<file path="src/rtl/video_timing_pkg.sv">
// Shared types and helpers for the raster timing generator (video_timing_gen).
package video_timing_pkg;

    localparam int unsigned VT_W = 16;

    typedef enum logic [1:0] {
        SYNC       = 2'd0,
        BACKPORCH  = 2'd1,
        ACTIVE     = 2'd2,
        FRONTPORCH = 2'd3
    } phase_e;

    // Field order matches the {sync,bp,act,fp} packing of cfg_h / cfg_v.
    typedef struct packed {
        logic [VT_W-1:0] sync;
        logic [VT_W-1:0] bp;
        logic [VT_W-1:0] act;
        logic [VT_W-1:0] fp;
    } axis_cfg_t;

    // A zero-length phase behaves as a single pixel/line.
    function automatic logic [31:0] clamp_len(input logic [31:0] len);
        return (len == 32'd0) ? 32'd1 : len;
    endfunction

endpackage

</file>
<file path="src/rtl/video_timing_axis.sv">
// One raster axis: SYNC -> BACKPORCH -> ACTIVE -> FRONTPORCH phase FSM with its counter.
// Back porch counts -bp..-1 so ACTIVE always begins at count 0.
module video_timing_axis
    import video_timing_pkg::*;
#(
    parameter int unsigned W = VT_W
) (
    input  logic         clk,
    input  logic         reset,
    input  logic         step_i,
    input  logic [W-1:0] sync_len_i,
    input  logic [W-1:0] bp_len_i,
    input  logic [W-1:0] act_len_i,
    input  logic [W-1:0] fp_len_i,
    output phase_e       phase_o,
    output logic [W-1:0] count_o,
    output logic         last_c
);

    logic [W-1:0] sync_len;
    logic [W-1:0] bp_len;
    logic [W-1:0] act_len;
    logic [W-1:0] fp_len;

    phase_e       phase_q;
    phase_e       phase_d;
    logic [W-1:0] cnt_q;
    logic [W-1:0] cnt_d;
    logic         phase_end_c;

    assign sync_len = W'(clamp_len(32'(sync_len_i)));
    assign bp_len   = W'(clamp_len(32'(bp_len_i)));
    assign act_len  = W'(clamp_len(32'(act_len_i)));
    assign fp_len   = W'(clamp_len(32'(fp_len_i)));

    always_ff @(posedge clk or posedge reset) begin
        if (reset) begin
            phase_q <= SYNC;
            cnt_q   <= '0;
        end else begin
            phase_q <= phase_d;
            cnt_q   <= cnt_d;
        end
    end

    always_comb begin
        phase_d     = phase_q;
        cnt_d       = cnt_q;
        phase_end_c = 1'b0;

        case (phase_q)
            SYNC:       phase_end_c = (cnt_q == sync_len - W'(1));
            BACKPORCH:  phase_end_c = (cnt_q == '1);
            ACTIVE:     phase_end_c = (cnt_q == act_len - W'(1));
            FRONTPORCH: phase_end_c = (cnt_q == fp_len - W'(1));
            default:    phase_end_c = 1'b0;
        endcase

        if (step_i) begin
            if (!phase_end_c) begin
                cnt_d = cnt_q + W'(1);
            end else begin
                cnt_d = '0;
                case (phase_q)
                    SYNC: begin
                        phase_d = BACKPORCH;
                        cnt_d   = W'(0) - bp_len;
                    end
                    BACKPORCH:  phase_d = ACTIVE;
                    ACTIVE:     phase_d = FRONTPORCH;
                    FRONTPORCH: phase_d = SYNC;
                    default:    phase_d = SYNC;
                endcase
            end
        end
    end

    assign phase_o = phase_q;
    assign count_o = cnt_q;
    assign last_c  = (phase_q == FRONTPORCH) && phase_end_c;

endmodule

</file>
<file path="src/rtl/video_timing_gen.sv">
// Runtime-reprogrammable raster timing generator; mode changes commit only at frame boundaries.
// Optional line-compare interrupt enabled by defining VIDEO_TIMING_LINE_IRQ_EN.
module video_timing_gen
    import video_timing_pkg::*;
#(
    parameter int unsigned W      = VT_W,
    parameter int unsigned H_SYNC = 40,
    parameter int unsigned H_BP   = 220,
    parameter int unsigned H_ACT  = 1280,
    parameter int unsigned H_FP   = 110,
    parameter int unsigned V_SYNC = 5,
    parameter int unsigned V_BP   = 20,
    parameter int unsigned V_ACT  = 720,
    parameter int unsigned V_FP   = 5,
    parameter bit          H_POL  = 1'b1,
    parameter bit          V_POL  = 1'b1
) (
    input  logic                clk,
    input  logic                reset,
    input  logic [4*W-1:0]      cfg_h,
    input  logic [4*W-1:0]      cfg_v,
    input  logic [1:0]          cfg_pol,
    input  logic                cfg_load,
    output logic                cfg_pending,
    output logic signed [W-1:0] x,
    output logic signed [W-1:0] y,
    output logic                hsync,
    output logic                vsync,
    output logic                hprep,
    output logic                vprep,
    output logic                visible,
    output logic                line_start,
    output logic                frame_start
`ifdef VIDEO_TIMING_LINE_IRQ_EN
    ,
    input  logic [W-1:0]        cfg_irq_line,
    output logic                line_irq
`endif
);

    localparam logic [4*W-1:0] H_DEF   = {W'(H_SYNC), W'(H_BP), W'(H_ACT), W'(H_FP)};
    localparam logic [4*W-1:0] V_DEF   = {W'(V_SYNC), W'(V_BP), W'(V_ACT), W'(V_FP)};
    localparam logic [1:0]     POL_DEF = {V_POL, H_POL};

    logic [4*W-1:0] shadow_h_q, shadow_h_d;
    logic [4*W-1:0] shadow_v_q, shadow_v_d;
    logic [1:0]     shadow_pol_q, shadow_pol_d;
    logic [4*W-1:0] act_h_q, act_h_d;
    logic [4*W-1:0] act_v_q, act_v_d;
    logic [1:0]     act_pol_q, act_pol_d;
    logic           pending_q, pending_d;

    phase_e         h_phase;
    phase_e         v_phase;
    logic [W-1:0]   h_cnt;
    logic [W-1:0]   v_cnt;
    logic           h_last_c;
    logic           v_last_c;
    logic           frame_end_c;

    logic signed [W-1:0] x_q, x_d;
    logic signed [W-1:0] y_q, y_d;
    logic hsync_q, hsync_d;
    logic vsync_q, vsync_d;
    logic hprep_q, hprep_d;
    logic vprep_q, vprep_d;
    logic visible_q, visible_d;
    logic line_start_q, line_start_d;
    logic frame_start_q, frame_start_d;

    video_timing_axis #(.W(W)) u_h_axis (
        .clk        (clk),
        .reset      (reset),
        .step_i     (1'b1),
        .sync_len_i (act_h_q[4*W-1:3*W]),
        .bp_len_i   (act_h_q[3*W-1:2*W]),
        .act_len_i  (act_h_q[2*W-1:W]),
        .fp_len_i   (act_h_q[W-1:0]),
        .phase_o    (h_phase),
        .count_o    (h_cnt),
        .last_c     (h_last_c)
    );

    video_timing_axis #(.W(W)) u_v_axis (
        .clk        (clk),
        .reset      (reset),
        .step_i     (h_last_c),
        .sync_len_i (act_v_q[4*W-1:3*W]),
        .bp_len_i   (act_v_q[3*W-1:2*W]),
        .act_len_i  (act_v_q[2*W-1:W]),
        .fp_len_i   (act_v_q[W-1:0]),
        .phase_o    (v_phase),
        .count_o    (v_cnt),
        .last_c     (v_last_c)
    );

    assign frame_end_c = h_last_c && v_last_c;

    // Shadow capture and frame-boundary commit; a load on the commit cycle stays pending.
    always_comb begin
        shadow_h_d   = shadow_h_q;
        shadow_v_d   = shadow_v_q;
        shadow_pol_d = shadow_pol_q;
        act_h_d      = act_h_q;
        act_v_d      = act_v_q;
        act_pol_d    = act_pol_q;
        pending_d    = pending_q;

        if (frame_end_c && pending_q) begin
            act_h_d   = shadow_h_q;
            act_v_d   = shadow_v_q;
            act_pol_d = shadow_pol_q;
            pending_d = 1'b0;
        end

        if (cfg_load) begin
            shadow_h_d   = cfg_h;
            shadow_v_d   = cfg_v;
            shadow_pol_d = cfg_pol;
            pending_d    = 1'b1;
        end
    end

    always_ff @(posedge clk or posedge reset) begin
        if (reset) begin
            shadow_h_q   <= H_DEF;
            shadow_v_q   <= V_DEF;
            shadow_pol_q <= POL_DEF;
            act_h_q      <= H_DEF;
            act_v_q      <= V_DEF;
            act_pol_q    <= POL_DEF;
            pending_q    <= 1'b0;
        end else begin
            shadow_h_q   <= shadow_h_d;
            shadow_v_q   <= shadow_v_d;
            shadow_pol_q <= shadow_pol_d;
            act_h_q      <= act_h_d;
            act_v_q      <= act_v_d;
            act_pol_q    <= act_pol_d;
            pending_q    <= pending_d;
        end
    end

    // Strobe decode; registered so everything lags the axis state by one clock.
    always_comb begin
        x_d           = h_cnt;
        y_d           = v_cnt;
        hsync_d       = (h_phase == SYNC) ~^ act_pol_q[0];
        vsync_d       = (v_phase == SYNC) ~^ act_pol_q[1];
        hprep_d       = (h_phase == BACKPORCH) && (v_phase == ACTIVE);
        vprep_d       = (v_phase == BACKPORCH);
        visible_d     = (h_phase == ACTIVE) && (v_phase == ACTIVE);
        line_start_d  = (h_phase == SYNC) && (h_cnt == '0);
        frame_start_d = line_start_d && (v_phase == SYNC) && (v_cnt == '0);
    end

    always_ff @(posedge clk or posedge reset) begin
        if (reset) begin
            x_q           <= '0;
            y_q           <= '0;
            hsync_q       <= ~H_POL;
            vsync_q       <= ~V_POL;
            hprep_q       <= 1'b0;
            vprep_q       <= 1'b0;
            visible_q     <= 1'b0;
            line_start_q  <= 1'b0;
            frame_start_q <= 1'b0;
        end else begin
            x_q           <= x_d;
            y_q           <= y_d;
            hsync_q       <= hsync_d;
            vsync_q       <= vsync_d;
            hprep_q       <= hprep_d;
            vprep_q       <= vprep_d;
            visible_q     <= visible_d;
            line_start_q  <= line_start_d;
            frame_start_q <= frame_start_d;
        end
    end

    assign cfg_pending = pending_q;
    assign x           = x_q;
    assign y           = y_q;
    assign hsync       = hsync_q;
    assign vsync       = vsync_q;
    assign hprep       = hprep_q;
    assign vprep       = vprep_q;
    assign visible     = visible_q;
    assign line_start  = line_start_q;
    assign frame_start = frame_start_q;

`ifdef VIDEO_TIMING_LINE_IRQ_EN
    logic line_irq_q, line_irq_d;

    // Live compare; counts beyond the active height never occur in ACTIVE, so they never fire.
    always_comb begin
        line_irq_d = line_start_d && (v_phase == ACTIVE) && (v_cnt == cfg_irq_line);
    end

    always_ff @(posedge clk or posedge reset) begin
        if (reset) begin
            line_irq_q <= 1'b0;
        end else begin
            line_irq_q <= line_irq_d;
        end
    end

    assign line_irq = line_irq_q;
`endif

endmodule

</file>
<file path="config.mk">
export PLATFORM = sky130hd
export DESIGN_NAME = video_timing_gen
export DESIGN_NICKNAME = d
export VERILOG_FILES = /design/src/rtl/video_timing_pkg.sv /design/src/rtl/video_timing_axis.sv /design/src/rtl/video_timing_gen.sv
export SDC_FILE = /design/constraint.sdc
export NUM_CORES = 1
export LEC_CHECK = 0
export CORE_MARGIN = 2
export CORE_UTILIZATION = 41
export CTS_CLUSTER_SIZE = 8
export DETAILED_ROUTE_END_ITERATION = 10
export PLACE_DENSITY_LB_ADDON = 0.2
export SYNTH_ARGS = -nofsm -noshare
export SYNTH_HDL_FRONTEND = slang
export SYNTH_SLANG_ARGS = --single-unit
</file>
<file path="constraint.sdc">
create_clock -name clk -period 21 [get_ports clk]
set_clock_uncertainty 0.05 [all_clocks]
set_input_delay 3.15 -clock clk [delete_from_list [all_inputs] [get_ports clk]]
set_output_delay 3.15 -clock clk [all_outputs]
set_load 0.01 [all_outputs]
</file>
**Word level (Yosys, flattened, before mapping)**

Cells that the tools add are included.

- Logic and storage cells: 87
- Output and inout bits: 40
- Input bits: 133
- Flip-flop bits (word level): 336

- Mux-type cells: 18
- Eq/ne operators: 14
- $add $sub $neg: 10
- Bitwise operators: 2
- Reduce and logical (&&, ||, !) cells: 23

Operators with widths:

| operator | count |
|---|---|
| two-way mux 16 bit | 12 |
| logical NOT 16 bit | 10 |
| equality test 16 bit | 6 |
| subtractor 16 x 1 -> 16 bit (second input constant) | 6 |
| adder 16 x 1 -> 16 bit (second input constant) | 2 |
| equality test 16 bit (second input constant) | 2 |
| subtractor 1 x 16 -> 16 bit (first input constant) | 2 |
| case mux 2 bit (4 select lines) | 2 |
| logical AND 1 bit | 9 |
| equality test 2 bit (second input constant) | 4 |
| case mux 1 bit (4 select lines) | 2 |
| equality test 2 x 1 -> 1 bit (second input constant) | 2 |
| logical NOT 2 bit | 2 |
| two-way mux 1 bit | 2 |
| AND reduction 2 bit | 1 |
| nonzero test 2 bit | 1 |
| bitwise XNOR 1 bit | 2 |

**Logic depth before layout (Yosys ltp)**

- Word-level depth: 10
- Depth in mapped cells: 22

**Cells and area by module**

A second synthesis with hierarchy kept.

- Cell total of the unflattened synthesis: 1389
- Area, all modules: 17016.3 um2

By module, submodules not included:

| module | cells each | sequential area each (um2) | area each (um2) | instances |
|---|---|---|---|---|
| video_timing_gen | 615 | 7572.3 | 11265.8 | 1 |
| video_timing_axis at u_h_axis | 387 | 450.4 | 2961.6 | 1 |
| video_timing_axis at u_v_axis | 387 | 450.4 | 2788.9 | 1 |

**Worst setup path before layout**

OpenSTA, ideal clock, no wires.

- Path kind: register -> register
- From: reg u_h_axis.phase_q[0] (netlist: u_h_axis.phase_o[0])
- To: reg act_h_q[0]
- Required time: 20.823 ns
- Arrival time: 4.661 ns
- Path buffers: 4
- Slack: 16.162 ns
- Setup time: 0.127 ns
- Stages on the path, launching flop included: 23
- Clock period less this slack: 4.838 ns
- Path through: dfrtp_1 inv_1 ha_1 buf_2 clkbuf_1 nor4b_1 nand4_1 nand2_1 nor3_1 ha_1 inv_1 a2111oi_2 nand2_1 or4_1 a21oi_1 xnor2_1 nor4_1 nand2_1 nand4bb_4 nor3_4 buf_6 buf_6 mux2_1

- Cells in the longest elaborated chain, start to end: 5
- Elaborated cells on any way between the ends: 8
- Classes of those cells: eq/ne: 3; mux: 1; reduce/logical: 4

RTL lines:

| what | line | source |
|---|---|---|
| start, declared | video_timing_axis.sv:25 | `phase_e phase_q;` |
| start signal, assigned | video_timing_axis.sv:41 | `phase_q <= phase_d;` |
| equality test 2 bit, or another cell as far along | video_timing_axis.sv:51, video_timing_axis.sv:80 |  |
| case mux 1 bit (4 select lines) | video_timing_axis.sv:51 | `case (phase_q)` |
| logical AND 1 bit * | video_timing_axis.sv:80 | `assign last_c = (phase_q == FRONTPORCH) && phase_end_c;` |
| logical AND 1 bit * | video_timing_gen.sv:97 | `assign frame_end_c = h_last_c && v_last_c;` |
| logical AND 1 bit * | video_timing_gen.sv:109 | `if (frame_end_c && pending_q) begin` |
| end signal, assigned | video_timing_gen.sv:137 | `act_h_q <= act_h_d;` |
| end, declared | video_timing_gen.sv:48 | `logic [4*W-1:0] act_h_q, act_h_d;` |

Mark *: on every way between the ends. The rest lies on a longest branch, timed or not.
A chain may end at the register's enable or synchronous reset.

**Worst setup path after layout**

- From: reg u_v_axis.phase_q[0] (netlist: u_v_axis.phase_o[0])
- To: reg act_v_q[49]

- Cells in the longest elaborated chain, start to end: 5
- Elaborated cells on any way between the ends: 8
- Classes of those cells: eq/ne: 3; mux: 1; reduce/logical: 4

RTL lines:

| what | line | source |
|---|---|---|
| start, declared | video_timing_axis.sv:25 |  |
| start signal, assigned | video_timing_axis.sv:41 |  |
| equality test 2 bit, or another cell as far along | video_timing_axis.sv:51, video_timing_axis.sv:80 |  |
| case mux 1 bit (4 select lines) | video_timing_axis.sv:51 |  |
| logical AND 1 bit * | video_timing_axis.sv:80 |  |
| logical AND 1 bit * | video_timing_gen.sv:97 |  |
| logical AND 1 bit * | video_timing_gen.sv:109 |  |
| end signal, assigned | video_timing_gen.sv:138 | `act_v_q <= act_v_d;` |
| end, declared | video_timing_gen.sv:49 | `logic [4*W-1:0] act_v_q, act_v_d;` |

Marked as above.

==> metrics.md <==
| Metric | Value |
|---|---|
| Min-Delay Path Class | flip-flop to flip-flop |
| CP required | 21.40 ns |
| Crit-path slowest cell | buf_4 |
| Final Power | 1640 uW |
| Maximum clock path buffer count | 3 |
| Hpwl dp | 26,400 microns |
| Post-synthesis sequential element count | 336 |
| Register area share after synthesis | 53.8% |
| Root buffer cell | clkbuf_16 |
| Drt first pass iters | 5 |
| Clock Pin Slew Worst Setup and Hold Paths | 0.06 ns |
| Warnings, synthesis | 0 |
| Reg2Reg Depth | 20 |
| Antenna violations before repair | 0 |
| Global route overflow | 0 |
| Hold-critical path depth | 0 |
| Async set or reset register ratio after synthesis | 100% |
| Placed Cells | 1,897 |
| WHS | 0.427 ns |
| Final setup TNS | 0 ns |
| Crit path cell chain | inv_1 -> ha_1 -> nor2_1 -> inv_1 -> o2111ai_1 -> inv_1 -> ha_1 -> nand3_1 -> or3_1 -> or4_1 -> a211o_1 -> a22oi_1 -> nand4_1 -> nor4_4 -> buf_4 -> nand3_1 -> nor3_4 -> buf_4 -> buf_4 -> mux2_1 |
| Antenna Nets Post-Route | 0 |
| Reg2Reg Launch Point | u_v_axis.phase_o[0]$_DFFE_PP0P_ |
| Cell Area, Synth | 0.0158 sq mm |
| Port bufs | 172 |
| Slowest stage delay, CP | 0.86 ns |
| Max Slew Vio Count | 0 |
| Rows | 71 |
| Vias per cell | 5.42 |
| Reg2Reg Setup Slack | 14.12 ns |
| Vias post-DR | 10,700 |
| Final non-filler cell total | 1,983 |
| Status | complete, no violations |
| Final Hold Fails | 0 |
| H-tree depth | 2 |
| Final core occ | 51.0% |
| CP arrival | 7.28 ns |
| Hold endpoint | x[14]$_DFF_PP0_ |
| Post-synth EDFFs | 0 |
| Peak Freq | 145 MHz |
| Leading post-synthesis cells by cell area | dfrtp_1 45%, mux2_2 12%, dfstp_2 8.7% |
| Hold Startpoint | u_h_axis.count_o[14]$_DFF_PP0_ |
| CTS tree | built |
| CTS Buf Count | 48 |
| # nets final | 1,585 |
| Antenna cell count | 0 |
| Leakage | 0.00780 uW |
| Die area | 0.0400 sq mm |
| Least-Margin Pin Slew | 1.09 ns |
| Setup CP Type | flip-flop to flip-flop |
| # Post-CTS Setup Buffers | 0 |
| Final Wtd Congestion | 0.871 |
| Sink Count | 336 |
| DRC Markers | 0 |
| Final setup vio count | 0 |
| Hold Buf Count CTS | 0 |
| RR Endpoint | act_v_q[49]$_DFFE_PP0P_ |
| CP endpoint kind | flip-flop |
| VDD IR max | 0.0621 mV |
| Syn Inst Count | 1,267 |
| Worst-skew pair later-pin latency | 0.58 ns |
| Die outline height | 200 microns |
| GRT Total Usage | 19.4% |
| Most used DFF post-synth | dfrtp_1 |
| Critical Path Fanout Max | 80 |
| Resize count post-CTS | 0 |
| Normalized max-slew margin | 27.5% |
| Core ar. | 0.0378 sq mm |
| Worst Setup Start Kind | flip-flop |
| RSZ-0062 raised after global routing | no |
| WL/cell | 19.1 microns |
| Post-synth top area cell | dfrtp_1 |
| Minimum clock period after layout | 6.88 ns |
| Delay-heaviest family, CP | buffers and inverters |
| Initial Util | 41.7% |
| Pwr/cell area | 85.1 mW/mm^2 |
| Synthesized Nets | 1,416 |
| Largest net degree at the start of global routing | 115 |
| Mean Syn Cell Area | 12.4 sq um |
| I/O pins | 173 |
| Share of the synthesized area in the top cell type | 45.1% |
| Vias in the first global route | 10,800 |
| DR iter-0 viols | 636 |
| Final WL | 38,000 microns |
| Buffer and inverter count on the worst path | 6 |
| First-pass GRT wire length | 60,400 microns |
| Die width | 200 microns |
| Max_cap viols | 0 |
| Synth cell types | 70 |
| Period utilization | 32.8% |
| Layout cell share with drive strength beyond 1 | 20.0% |
| Area delta synth->final | 22.2% |
-- cell usage after synthesis (11+ instances only) --
| master | count |
|---|---|
| a21oi_1 | 57 |
| inv_1 | 24 |
| a21o_1 | 12 |
| or3_1 | 11 |
| nand2_1 | 40 |
| and3_1 | 22 |
| buf_6 | 11 |
| mux2_2 | 163 |
| clkbuf_1 | 43 |
| mux2_1 | 100 |
| xor2_1 | 19 |
| nand4_1 | 19 |
| mux2i_1 | 22 |
| xnor2_1 | 40 |
| nor2_1 | 61 |
| a22o_1 | 28 |
| dfstp_2 | 52 |
| o21ai_0 | 25 |
| o22a_1 | 13 |
| dfrtp_1 | 284 |
| nor3_1 | 17 |
| nor4_1 | 37 |
| ha_1 | 16 |
| nand3_1 | 24 |
-- area by class of cell --
| class | count | area, sq um |
|---|---|---|
| clock buffer | 82 | 1330 |
| fill | 3338 | 18500 |
| tap | 511 | 639 |
| inverter | 25 | 101 |
| multi-input combinational | 840 | 6860 |
| clock inverter | 4 | 35.0 |
| sequential | 336 | 8470 |
| timing repair buffer | 185 | 1820 |
-- logic make-up (layout without fill, tap and decap cells) --
logic type / after synthesis / after routing / synth area share (%)
simple gates: 283 / 283 / 10.1
buf+inv: 91 / 296 / 2.73
compound gates: 197 / 197 / 8.68
xor+xnor: 59 / 59 / 3.28
flops: 336 / 336 / 53.8
mux: 285 / 285 / 20.2
fa+ha+maj: 16 / 16 / 1.27
-- state kept, by name, summed over array words and instances (netlist names) --
register	flops
act_h_q	64
act_pol_q	2
act_v_q	64
cfg_pending	1
frame_start	1
hprep	1
hsync	1
line_start	1
shadow_h_q	64
shadow_pol_q	2
shadow_v_q	64
u_h_axis.count_o	16
u_h_axis.phase_o	2
u_v_axis.count_o	16
u_v_axis.phase_o	2
visible	1
vprep	1
vsync	1
x	16
y	16
-- worst max path at each step --
stage,cells past startpoint,slack [ns],start,to
after global placement,20,14.38,u_v_axis.phase_o[0]$_DFFE_PP0P_,act_v_q[63]$_DFFE_PP0P_
after floorplan,1,8.58,reset,act_h_q[0]$_DFFE_PP0P_
after detailed placement,20,14.16,u_v_axis.phase_o[0]$_DFFE_PP0P_,act_v_q[63]$_DFFE_PP0P_
after global routing,20,13.52,u_v_axis.phase_o[0]$_DFFE_PP0P_,act_v_q[56]$_DFFE_PP0P_
after CTS,20,14.13,u_v_axis.phase_o[0]$_DFFE_PP0P_,act_v_q[49]$_DFFE_PP0P_
final,20,14.12,u_v_axis.phase_o[0]$_DFFE_PP0P_,act_v_q[49]$_DFFE_PP0P_
-- layout by cell type, fill, tap and decap left out, drive strengths merged, types with 13 or more instances in the layout --
master,n
a21oi,57
a22o,28
and3,22
buf,14
clkbuf,82
clkdlybuf4s50,171
dfrtp,284
dfstp,52
ha,16
inv,25
mux2,263
mux2i,22
nand2,40
nand3,24
nand4,19
nor2,62
nor3,18
nor4,39
o21ai,25
o22a,13
xnor2,40
xor2,19
-- routing by layer --
layer	vias to the layer above	wire length [microns]	track usage, %
met3	71	1470	2.74
met2	262	18500	32.7
met1	5379	17000	25.8
met4	0	983	6.86
li1	5028	-	-
met5	-	0	0
-- through the flow --
step	instance area, sq um	worst slack, ns
2_1_floorplan	15800	8.58
3_3_place_gp	17900	14.38
3_5_place_dp	17900	14.16
4_1_cts	19200	14.13
5_1_grt	19200	13.52
6_report	19200	14.12
-- report_power, final --
group	switching (uW)	internal, uW	total [uW]
combinational	74.2	94.8	169
clock	277	425	703
sequential	52.2	714	766
total	404	1230	1640
(Power assumes the default switching activity.)
